--- src/rtl/gcd_control_if.sv ---
// ---------------------------------------------------------------------------
// gcd_control_if
// Groups the host handshake and the datapath control/status signals of the
// subtract-based GCD unit.
//   master : the controller (drives mux selects, load enables, status, iter)
//   slave  : host + datapath side (drives go and the eqflg/ltflg status)
// Signals:
//   go           host request, level, four-phase handshake
//   eqflg/ltflg  datapath status x==y / x<y
//   xmsel/ymsel  x/y mux selects (1 = external operand, 0 = difference)
//   xld/yld/gld  x, y and gcd register load enables
//   busy/done/err controller status
//   iter         subtract iterations of current/last operation
// ---------------------------------------------------------------------------
interface gcd_control_if #(
    parameter int unsigned ITER_W = 4
);
    logic              go;
    logic              eqflg;
    logic              ltflg;
    logic              xmsel;
    logic              ymsel;
    logic              xld;
    logic              yld;
    logic              gld;
    logic              busy;
    logic              done;
    logic              err;
    logic [ITER_W-1:0] iter;

    modport master (
        input  go, eqflg, ltflg,
        output xmsel, ymsel, xld, yld, gld, busy, done, err, iter
    );

    modport slave (
        output go, eqflg, ltflg,
        input  xmsel, ymsel, xld, yld, gld, busy, done, err, iter
    );
endinterface

--- src/rtl/gcd_control.sv ---
// ---------------------------------------------------------------------------
// gcd_control
// Control FSM for a 4-bit subtract-based GCD datapath. Loads the operands,
// subtracts the smaller from the larger until the datapath reports x==y,
// then loads the gcd register. An iteration limit turns non-converging
// operand pairs (one operand zero) into an error instead of a hang.
// Ports:
//   clk    system clock, rising edge
//   clr_n  asynchronous active-low reset
//   bus    gcd_control_if.master (handshake, datapath controls, status)
// Outputs are Mealy-decoded from the state (and the flags in TEST); iter is
// a register.
// ---------------------------------------------------------------------------
module gcd_control #(
    parameter int unsigned MAX_ITER = 15,
    parameter int unsigned ITER_W   = 4
) (
    input  logic          clk,
    input  logic          clr_n,
    gcd_control_if.master bus
);

    typedef enum logic [2:0] {
        S_IDLE = 3'd0,
        S_LOAD = 3'd1,
        S_TEST = 3'd2,
        S_DONE = 3'd3,
        S_ERR  = 3'd4
    } state_t;

    state_t            state;
    state_t            state_nxt;
    logic [ITER_W-1:0] iter_q;
    logic [ITER_W-1:0] iter_nxt;
    logic              at_limit_c;

    logic xmsel_c;
    logic ymsel_c;
    logic xld_c;
    logic yld_c;
    logic gld_c;
    logic busy_c;
    logic done_c;
    logic err_c;

    assign at_limit_c = (iter_q == ITER_W'(MAX_ITER));

    // State and iteration counter registers
    always_ff @(posedge clk or negedge clr_n) begin
        if (!clr_n) begin
            state  <= S_IDLE;
            iter_q <= '0;
        end else begin
            state  <= state_nxt;
            iter_q <= iter_nxt;
        end
    end

    // Next-state and next-iteration logic; eq has priority over the limit so
    // an operation that converges on the last allowed step still completes
    always_comb begin
        state_nxt = state;
        iter_nxt  = iter_q;
        unique case (state)
            S_IDLE: begin
                if (bus.go) begin
                    state_nxt = S_LOAD;
                end
            end
            S_LOAD: begin
                iter_nxt  = '0;
                state_nxt = S_TEST;
            end
            S_TEST: begin
                if (bus.eqflg) begin
                    state_nxt = S_DONE;
                end else if (at_limit_c) begin
                    state_nxt = S_ERR;
                end else begin
                    iter_nxt = iter_q + ITER_W'(1);
                end
            end
            S_DONE, S_ERR: begin
                if (!bus.go) begin
                    state_nxt = S_IDLE;
                end
            end
            default: begin
                state_nxt = S_IDLE;
            end
        endcase
    end

    // Output decode; in TEST exactly one of gld/yld/xld or none (limit hit)
    always_comb begin
        xmsel_c = 1'b0;
        ymsel_c = 1'b0;
        xld_c   = 1'b0;
        yld_c   = 1'b0;
        gld_c   = 1'b0;
        busy_c  = 1'b0;
        done_c  = 1'b0;
        err_c   = 1'b0;
        unique case (state)
            S_LOAD: begin
                xmsel_c = 1'b1;
                ymsel_c = 1'b1;
                xld_c   = 1'b1;
                yld_c   = 1'b1;
                busy_c  = 1'b1;
            end
            S_TEST: begin
                busy_c = 1'b1;
                if (bus.eqflg) begin
                    gld_c = 1'b1;
                end else if (!at_limit_c) begin
                    if (bus.ltflg) begin
                        yld_c = 1'b1;
                    end else begin
                        xld_c = 1'b1;
                    end
                end
            end
            S_DONE: begin
                done_c = 1'b1;
            end
            S_ERR: begin
                err_c = 1'b1;
            end
            default: begin
            end
        endcase
    end

    assign bus.xmsel = xmsel_c;
    assign bus.ymsel = ymsel_c;
    assign bus.xld   = xld_c;
    assign bus.yld   = yld_c;
    assign bus.gld   = gld_c;
    assign bus.busy  = busy_c;
    assign bus.done  = done_c;
    assign bus.err   = err_c;
    assign bus.iter  = iter_q;

`ifndef SYNTHESIS
    // Structural invariants of the controller
    a_one_load: assert property (@(posedge clk) disable iff (!clr_n)
        (state == S_TEST) |-> $onehot0({xld_c, yld_c, gld_c}));
    a_iter_bound: assert property (@(posedge clk) disable iff (!clr_n)
        iter_q <= ITER_W'(MAX_ITER));
`endif

endmodule

--- src/flat_wrapper.sv ---
// flat-port wrapper written by rule: the top's interface ports become plain ports
module gcd_control_flat 
#(
    parameter int unsigned MAX_ITER = 15,
    parameter int unsigned ITER_W   = 4
)
  (clk, clr_n, bus_go, bus_eqflg, bus_ltflg, bus_xmsel, bus_ymsel, bus_xld, bus_yld, bus_gld, bus_busy, bus_done, bus_err, bus_iter);
  gcd_control_if #(.ITER_W(ITER_W)) bus_i ();
  input  logic clk;
  input  logic clr_n;
  input wire logic [$bits(bus_i.go)-1:0] bus_go;
  input wire logic [$bits(bus_i.eqflg)-1:0] bus_eqflg;
  input wire logic [$bits(bus_i.ltflg)-1:0] bus_ltflg;
  output wire logic [$bits(bus_i.xmsel)-1:0] bus_xmsel;
  output wire logic [$bits(bus_i.ymsel)-1:0] bus_ymsel;
  output wire logic [$bits(bus_i.xld)-1:0] bus_xld;
  output wire logic [$bits(bus_i.yld)-1:0] bus_yld;
  output wire logic [$bits(bus_i.gld)-1:0] bus_gld;
  output wire logic [$bits(bus_i.busy)-1:0] bus_busy;
  output wire logic [$bits(bus_i.done)-1:0] bus_done;
  output wire logic [$bits(bus_i.err)-1:0] bus_err;
  output wire logic [$bits(bus_i.iter)-1:0] bus_iter;
  assign bus_i.go = bus_go;
  assign bus_i.eqflg = bus_eqflg;
  assign bus_i.ltflg = bus_ltflg;
  assign bus_xmsel = bus_i.xmsel;
  assign bus_ymsel = bus_i.ymsel;
  assign bus_xld = bus_i.xld;
  assign bus_yld = bus_i.yld;
  assign bus_gld = bus_i.gld;
  assign bus_busy = bus_i.busy;
  assign bus_done = bus_i.done;
  assign bus_err = bus_i.err;
  assign bus_iter = bus_i.iter;
  gcd_control #(.MAX_ITER(MAX_ITER), .ITER_W(ITER_W)) u_core (.clk(clk), .clr_n(clr_n), .bus(bus_i));
endmodule
--- config.mk ---
export PLATFORM = sky130hd
export DESIGN_NAME = gcd_control_flat
export DESIGN_NICKNAME = d
export VERILOG_FILES = /design/src/rtl/gcd_control_if.sv /design/src/rtl/gcd_control.sv /design/src/flat_wrapper.sv
export SDC_FILE = /design/constraint.sdc
export NUM_CORES = 1
export LEC_CHECK = 0
export BUFFER_PORTS_ARGS = -buffer_cell sky130_fd_sc_hd__buf_4
export CORE_AREA = 4 4 41 43
export CTS_CLUSTER_SIZE = 14
export DETAILED_ROUTE_END_ITERATION = 6
export DIE_AREA = 0 0 45 47
export HOLD_SLACK_MARGIN = 0.1
export PLACE_DENSITY = 0.76
export SYNTH_ARGS = -nofsm -noshare
export SYNTH_HDL_FRONTEND = slang
export SYNTH_SLANG_ARGS = --single-unit
--- constraint.sdc ---
create_clock -name clk -period 2.8 [get_ports clk]
set_input_delay 0.42 -clock clk [delete_from_list [all_inputs] [get_ports clk]]
set_output_delay 0.42 -clock clk [all_outputs]
set_load 0.02 [all_outputs]
# Word level (Yosys, flattened, before mapping)
# Index checks and enable logic that the tools add are counted.
# Widths: inputs -> output; s select.
# op_classes
bitwise,0
n_div,0
reduce_logical,6
n_mux,22
n_eq_ne,10
shift,0
add_sub_neg,1
n_mul,0
order_cmp,0
# ops
op,n
$mux 1,12
$mux 3,4
$pmux 3 s4,1
$mux 4,2
$ne 2x2->1 const B,4
$pmux 4 s2,1
$eq 3x2->1 const B,2
$reduce_and 3->1,2
$add 4x1->4 const B,1
$eq 4x4->1 const B,1
$pmux 1 s2,2
$reduce_or 2->1,2
$eq 3x1->1 const B,1
$eq 3x3->1 const B,1
$logic_not 3->1,1
$ne 3x2->1 const B,1
$reduce_bool 2->1,1
# totals
inputBits,5
wordCells,41
ramBits,0
register_bits,7
romBits,0
mem_count,0
latch_bits,0
output_inout_bits,12

# Logic depth before layout (Yosys ltp)
# Gate-level depths: netlist of the first run.
# depth
ltp_word,4
depth_mapped,6
depth_no_buf,4

# Worst setup path after synthesis of the first run
# Ideal clock, no wire load.
# synth_timing
path_kind,flip-flop to output port
from,"register u_core.iter_q[0], in the netlist u_core.bus.iter[0]"
to,output bus_xld
slack_ns,0.860
arrival_time_ns,1.520
stages_incl_launch_ff,5
path_cell_list,dfrtp_1 ha_1 nand3_1 nand2_1 o21ai_0
# synth_between
elab_chain_len,4
# synth_lines
item,line_no,text
start: declaration,gcd_control.sv:33,logic [ITER_W-1:0] iter_q;
start signal: assignment,gcd_control.sv:55,iter_q <= iter_nxt;
$eq 4x4->1,gcd_control.sv:46,assign at_limit_c = (iter_q == ITER_W'(MAX_ITER));
$mux 1,gcd_control.sv:116,end else if (!at_limit_c) begin
$mux 1,gcd_control.sv:114,if (bus.eqflg) begin
$pmux 1 s2,gcd_control.sv:104,unique case (state)
end: declaration,flat_wrapper.sv:16,output wire logic [$bits(bus_i.xld)-1:0] bus_xld;
# No other way between the ends.

# Worst setup path in the final report of the first run
# layout_timing
from,register u_core.state[2]
to,output bus_busy
# layout_between
elab_chain_len,3
word_cells_on_any_way,4
cone_classes,2 x eq/ne; 1 x mux; 1 x reduce/logical
# layout_lines
item,line_no,text
start: declaration,gcd_control.sv:31,state_t state;
start signal: assignment,gcd_control.sv:54,state <= state_nxt;
$eq 3x1->1 or $eq 3x2->1 (tied branches),gcd_control.sv:104,
$reduce_or 2->1 (no line) (*),--,
$mux 1 (*),gcd_control.sv:104,
end: declaration,flat_wrapper.sv:19,output wire logic [$bits(bus_i.busy)-1:0] bus_busy;
# Mark *: on every way between the ends. The rest lies on a longest branch, timed or not.

==> results of run 1 <==
==> synthesized netlist by cell type, drive strengths merged <==
master and instances:
and2b 1, and3 1, dfrtp 7, buf 4
a2bb2oi 1, a22oi 1, a211o 1, nor2 2
o21ai 3, nand2 6, o211ai 2, ha 1
and2 2, or3b 1, or4 1, inv 6
mux2i 2, a31oi 1, a21oi 3, clkinv 1
nand3 5, nor4b 1, mux2 1, or2 1
nor3b 2
==> cells by family after synthesis <==
family,count (synthesis)
flip-flops,7
AO/OA/AOI/OAI,12
AND/OR/NAND/NOR,23
buffers and inverters,11
adder cells (fa/ha/maj),1
multiplexers,3
==> area by class of cell <==
| class | count | area (sq um) | share of cell area |
|---|---|---|---|
| multi-input combinational | 39 | 290.3 | 0.4273 |
| sequential | 7 | 175.2 | 0.2578 |
| tap | 15 | 18.77 | 0.02762 |
| timing repair buffer | 17 | 130.1 | 0.1915 |
| inverter | 7 | 38.79 | 0.05709 |
| clock buffer | 4 | 26.28 | 0.03867 |
==> timing repair <==
| item | 4_1_cts | 5_1_grt |
|---|---|---|
| gates resized for setup | 0 | 0 |
| hold buffers | 1 | 0 |
| endpoints found under the hold margin | 7 | 0 |
| buffers inserted | 0 | 0 |
==> power groups by stage <==
stage	Clock [mW]	Sequential [mW]	Combinational (mW)
after detailed placement	0	0.207	0.477
after floorplan	0	0.215	0.337
after global routing	0.0974	0.215	0.517
after global placement	0	0.207	0.468
final	0.0892	0.207	0.473
after CTS	0.0935	0.206	0.479
==> tightest hold or removal path: stages <==
cell,delay [ns]
buf_4,0.10
a22oi_1,0.07
nor2_1,0.09
==> worst max path at each step <==
stage,end,cells past startpoint,startpoint,slack [ns]
finish,bus_busy,4,u_core.state[2],0.66
global route,bus_busy,4,u_core.state[2],0.56
CTS,bus_busy,4,u_core.state[0],0.65
detailed placement,bus_busy,4,u_core.state[0],0.92
global placement,bus_busy,4,u_core.state[0],0.92
floorplan,bus_xld,4,u_core.bus.iter[0],0.86
==> placed cells by master, fill, tap and decap left out <==
| cell | instances |
|---|---|
| a31oi_1 | 1 |
| a21oi_1 | 3 |
| inv_1 | 6 |
| mux2i_1 | 2 |
| nor3b_2 | 1 |
| and2b_2 | 1 |
| o21ai_0 | 3 |
| or2_2 | 1 |
| nand3_1 | 5 |
| nand2_1 | 6 |
| clkinv_8 | 1 |
| clkbuf_4 | 3 |
| nor3b_1 | 1 |
| nor2_1 | 2 |
| or3b_1 | 1 |
| dlygate4sd3_1 | 1 |
| o211ai_4 | 1 |
| ha_1 | 1 |
| o211ai_1 | 1 |
| mux2_2 | 1 |
| a211o_2 | 1 |
| nor4b_4 | 1 |
| and3_1 | 1 |
| clkbuf_1 | 1 |
| dfrtp_1 | 7 |
| buf_4 | 16 |
| or4_1 | 1 |
| a22oi_1 | 1 |
| a2bb2oi_2 | 1 |
| and2_1 | 2 |
==> routing by layer <==
layer,vias up,share of wire
met5,-,0
met2,13,0.48
li1,232,-
met1,206,0.43
met4,0,0.018
met3,4,0.072
==> through the flow <==
stage	setup slack, ns	hold WS, ns	power [mW]
finish	0.6597	0.4767	0.7688
global route	0.5562	0.5064	0.8292
CTS	0.6474	0.4777	0.7794
detailed placement	0.9202	0.2383	0.6841
global placement	0.9249	0.2363	0.6752
floorplan	0.8598	0.1244	0.5524
==> sequential cells by signal, summed over array words and instances, names as in the netlist <==
register,cells
u_core.bus.iter,4
u_core.state,3
==> results.py, run 1 <==
metrics = {
    "status": {
        "status": "complete, no violations",
    },
    "pwr": {
        "switching_share": 0.4653,
        "pwr-share-seq": 0.269,
        "irDropWorstVdd_mv": 0.5675,
        "internal-power_mw": 0.4111,
        "p_per_area_nw_per_um2": 1132,
        "total_leakage_power_nw": 0.3307,
        "p_comb_frac": 0.615,
        "power_switching_mw": 0.3577,
        "clkPwrFrac": 0.116,
    },
    "logic_synthesis": {
        "syn-mean-instance-area_sq_um": 9.505,
        "synth_area_sq_um": 541.8,
        "ys_ff_latch": 7,
        "yosysTopAreaCellShare": 0.3233,
        "muxShareOfSynthArea": 0.05774,
        "synth_top_family_by_area": "simple AND/OR/NAND/NOR gates",
        "synth_cell_types": 28,
        "synth-simple-area-share": 0.2748,
        "ys_seq_area_frac": 0.3233,
        "synthAdderAreaFrac": 0.02309,
        "synth.largest_area_cell": "dfrtp_1",
        "synth_compound_area_frac": 0.1801,
        "synth_cells": 57,
        "synth.area.top_cells": "dfrtp_1, nand3_1, nor4b_4",
        "syn_nets": 63,
        "ys_warn_count": 0,
        "synth_xor_area_frac": 0,
    },
    "min_path": {
        "hold_path_depth": 3,
        "hp-class": "primary input to flop",
        "worst_hold_path.endpoint": "u_core.state[0]",
        "hold_start": "bus_go",
    },
    "finish": {
        "antenna_cells": 0,
        "layout-drive-gt1-share": 0.3784,
        "fin_area_sq_um": 679.4,
        "n_fill_cell": 136,
        "final_util": 0.5221,
        "final_nets": 81,
        "synthToLayoutAreaGrowth_pct": 25.40,
        "final_cells": 89,
    },
    "floorplanning": {
        "dieArea_sq_um": 2115,
        "die_width_microns": 45,
        "fp-row-count": 13,
        "start_util": 0.4163,
        "die_h_microns": 47,
        "core-area_sq_um": 1301,
        "ioPinCount": 17,
    },
    "critical_path": {
        "arrival_ns": 1.72,
        "worstSetupEndpointType": "output pin",
        "worst_r2r_endpoint": "u_core.state[2]",
        "worst-path-max-fanout": 9,
        "crit_slowest_cell": "dfrtp_1",
        "reg2reg_depth": 4,
        "cp_top_family": "simple AND/OR/NAND/NOR gates",
        "rrSetupSlack_ns": 1.20,
        "required_ns": 2.38,
        "critPathLaunchType": "flop",
        "crit_chain": "or3b_1, clkinv_8, or2_2, buf_4",
        "cp.buffers_inverters": 2,
        "crit_type": "flop to output pin",
        "slowest_delay_ns": 0.52,
        "timing.rr.start": "u_core.bus.iter[0]",
    },
    "timing": {
        "max_freq_mhz": 467.2,
        "post-route-period-util": 0.7644,
        "rsz0062_at_grt": "no",
        "relSlewSlack": 0.7551,
        "tns_ns": 0,
        "skew_ns": 0.001541,
        "finalMaxSlewViolations": 0,
        "setup-violations-final": 0,
        "min_period_ns": 2.140,
        "tightest_slew_ns": 0.3673,
        "hold_viol": 0,
    },
    "grt": {
        "grt_util_all_layers": 0.1200,
        "use_met3": 0.03831,
        "grt_pass1_vias": 405,
        "grt.overflow.total": 0,
        "grt_start_max_net_pins": 10,
        "grt_first_pass_wirelength_microns": 1745,
        "grt_use_met1": 0.1319,
        "top_usage_layer": "met2",
        "grt_use_met2": 0.1864,
        "antenna_found_initial": 0,
    },
    "place": {
        "placed_cell_area_sq_um": 643.1,
        "dpl.hpwl_microns": 843.9,
        "dpl.cell_count": 84,
        "portBuffers": 16,
        "gp_congestion": 0.7874,
    },
    "drt": {
        "first_pass_iters": 3,
        "vias": 455,
        "ant_nets": 0,
        "wire_per_inst_microns": 11.88,
        "initialDrtViolationCount": 3,
        "routed_wirelength_microns": 1057,
        "drc": 0,
        "avgViaCountPerCell": 5.112,
    },
    "cts": {
        "cts.sinks": 7,
        "cts_tree": "built",
        "cts_max_level": 1,
        "cts_inserted_buffers": 3,
        "clk_path_buf_depth": 2,
        "root_buffer": "clkbuf_4",
        "insertion_delay_ns": 0.25,
        "clkTransAtPathRegs_ns": 0.05,
    },
    "run": {
        "cap_violations": 0,
    },
}
Note: power is estimated with default switching activity, not from simulation.
==> run 2, diff against run 1 <==
clock period = 2 ns   (was 2.8 ns; I/O delays follow)
==> run 2 against run 1 <==
Against the previous run:
- clock power up 36%
- core utilization up 0.96 points
- die area unchanged
- largest power group unchanged
- highest routed layer unchanged
- critical path depth unchanged
- cell count up 1.1%
- largest cell class unchanged
- cell area up 1.8%
- setup slack worse by 0.57 ns
==> results.py, run 2 (synthesis gave the netlist of run 1 again) <==
metrics = {
    "status": {
        "status": "complete, no violations",
    },
    "critical_path": {
        "timing.rr.start": "u_core.bus.iter[0]",
        "worst_r2r_endpoint": "u_core.state[2]",
        "cp_top_family": "simple AND/OR/NAND/NOR gates",
        "slowest_delay_ns": 0.48,
        "crit_slowest_cell": "dfrtp_1",
        "worstSetupStartpoint": "u_core.state[0]",
        "worstSetupEndpointType": "output pin",
        "rrSetupSlack_ns": 0.51,
        "arrival_ns": 1.61,
        "crit_chain": "or3b_4, clkinv_8, or2_2, buf_4",
        "cp.buffers_inverters": 2,
        "crit_cells": 4,
        "critPathLaunchType": "flop",
        "crit_type": "flop to output pin",
        "reg2reg_depth": 4,
        "worst-path-max-fanout": 9,
        "crit_path_end": "bus_busy",
        "required_ns": 1.70,
    },
    "place": {
        "portBuffers": 16,
        "dpl.hpwl_microns": 841,
        "gp_congestion": 0.7640,
    },
    "finish": {
        "layout-drive-gt1-share": 0.4133,
        "multiInputGateArea_sq_um": 295.3,
        "regArea_sq_um": 175.2,
        "synthToLayoutAreaGrowth_pct": 27.71,
        "largest_register_ffs": 4,
        "layout_commonest_cell": "buf_4",
        "antenna_cells": 0,
        "final_nets": 82,
        "final_cell_mix": "buf_4, dfrtp_1, nand2_1, inv_1, nand3_1",
        "n_fill_cell": 135,
    },
    "timing": {
        "finalMaxSlewViolations": 0,
        "max_freq_mhz": 523.3,
        "tightest_slew_ns": 0.3410,
        "min_period_ns": 1.911,
        "skew_ns": 0.001153,
        "tns_ns": 0,
        "setup-violations-final": 0,
        "rsz0062_at_grt": "no",
        "post-route-period-util": 0.9554,
        "hold_viol": 0,
        "relSlewSlack": 0.7717,
    },
    "grt": {
        "grt.overflow.total": 0,
        "grt_util_all_layers": 0.1185,
        "antenna_found_initial": 0,
        "grt_start_max_net_pins": 10,
        "grt_pass1_vias": 426,
        "grt_first_pass_wirelength_microns": 1766,
    },
    "cts": {
        "clkTransAtPathRegs_ns": 0.05,
        "insertion_delay_ns": 0.24,
        "cts_max_level": 1,
        "cts.sinks": 7,
        "cts_tree": "built",
        "cts_inserted_buffers": 3,
        "clk_path_buf_depth": 2,
        "root_buffer": "clkbuf_4",
    },
    "pwr": {
        "pwr-share-seq": 0.270,
        "power_switching_mw": 0.5036,
        "p_comb_frac": 0.620,
        "switching_share": 0.4592,
        "total_leakage_power_nw": 0.3348,
        "irDropWorstVdd_mv": 0.6977,
        "power_mw": 1.097,
        "clkPwrFrac": 0.110,
        "p_per_area_nw_per_um2": 1585,
        "internal-power_mw": 0.5931,
    },
    "min_path": {
        "hp-class": "primary input to flop",
        "hold_start": "bus_go",
    },
    "drt": {
        "avgViaCountPerCell": 5.067,
        "ant_nets": 0,
        "vias": 456,
        "drc": 0,
        "wire_per_inst_microns": 11.96,
        "routed_wirelength_microns": 1076,
        "first_pass_iters": 4,
        "initialDrtViolationCount": 8,
    },
    "floorplanning": {
        "die_h_microns": 47,
        "core-area_sq_um": 1301,
        "start_util": 0.4163,
        "die_width_microns": 45,
        "ioPinCount": 17,
        "fp-row-count": 13,
        "dieArea_sq_um": 2115,
    },
    "run": {
        "cap_violations": 0,
    },
}
[run 2: changes by cell type in the layout (fill, tap and decap cells not counted)]
cell / before / now
o21ai_1: 0 / 1
ha_2: 0 / 1
buf_4: 16 / 17
or3b_1: 1 / 0
or3b_4: 0 / 1
ha_1: 1 / 0
o21ai_0: 3 / 2
[run 2: per-stage QoR]
| stage | cells | util | setup WS (ns) | hold WS [ns] | area, sq um |
|---|---|---|---|---|---|
| floorplan | 57 | - | 0.1798 | 0.004409 | 541.8 |
| global placement | 85 | 0.5000 | 0.2889 | 0.1149 | 650.6 |
| detailed placement | 85 | 0.5000 | 0.2623 | 0.1156 | 650.6 |
| CTS | 90 | 0.5298 | 0.02743 | 0.3483 | 689.4 |
| global route | 90 | 0.5317 | 0.01271 | 0.3828 | 691.9 |
| finish | 90 | 0.5317 | 0.08921 | 0.3542 | 691.9 |
[run 2: area by class of cell]
| class | count | share of cell area |
|---|---|---|
| well taps | 15 | 0.02712 |
| inverters | 7 | 0.05606 |
| repair buffers | 18 | 0.1989 |
| flip-flops and latches | 7 | 0.2532 |
| clock buffers | 4 | 0.03797 |
| multi-input cells | 39 | 0.4268 |
[run 2: layer usage]
layer / vias up / track usage / share of wire
met4: 0 / 0.1053 / 0.0074
met3: 2 / 0.01533 / 0.059
met1: 205 / 0.1485 / 0.44
met5: - / 0 / 0
met2: 16 / 0.1780 / 0.49
li1: 233 / - / -
[run 2: worst min-delay path by stage]
stage / endpoint / slack (ns) / cells after the start
floorplan: u_core.bus.iter[0] / 0.004 / 0
global placement: u_core.state[2] / 0.11 / 1
detailed placement: u_core.state[2] / 0.12 / 1
CTS: u_core.state[0] / 0.35 / 3
global route: u_core.state[2] / 0.38 / 3
finish: u_core.state[0] / 0.35 / 3
[run 2: power groups by stage]
stage | Combinational (mW) | Sequential [mW] | Clock (mW)
after global routing | 0.734 | 0.311 | 0.136
final | 0.680 | 0.296 | 0.121
after CTS | 0.686 | 0.291 | 0.129
after floorplan | 0.472 | 0.301 | 0
after global placement | 0.666 | 0.288 | 0
after detailed placement | 0.673 | 0.292 | 0
[run 2: repair_timing]
action,in CTS,in global routing
gates resized for setup,1,2
hold endpoints to repair,7,0
endpoints found under the setup margin,1,1
setup buffers,0,0
hold buffers,1,0
[run 2: worst reg2reg max path: cells and delay by family, from the launching register on]
kind	cells	cell delay, ns
adders and majority gates	1	0.28
DFF	1	0.43
AOI/OAI and AO/OA	1	0.16
and+or+nand+nor	2	0.55
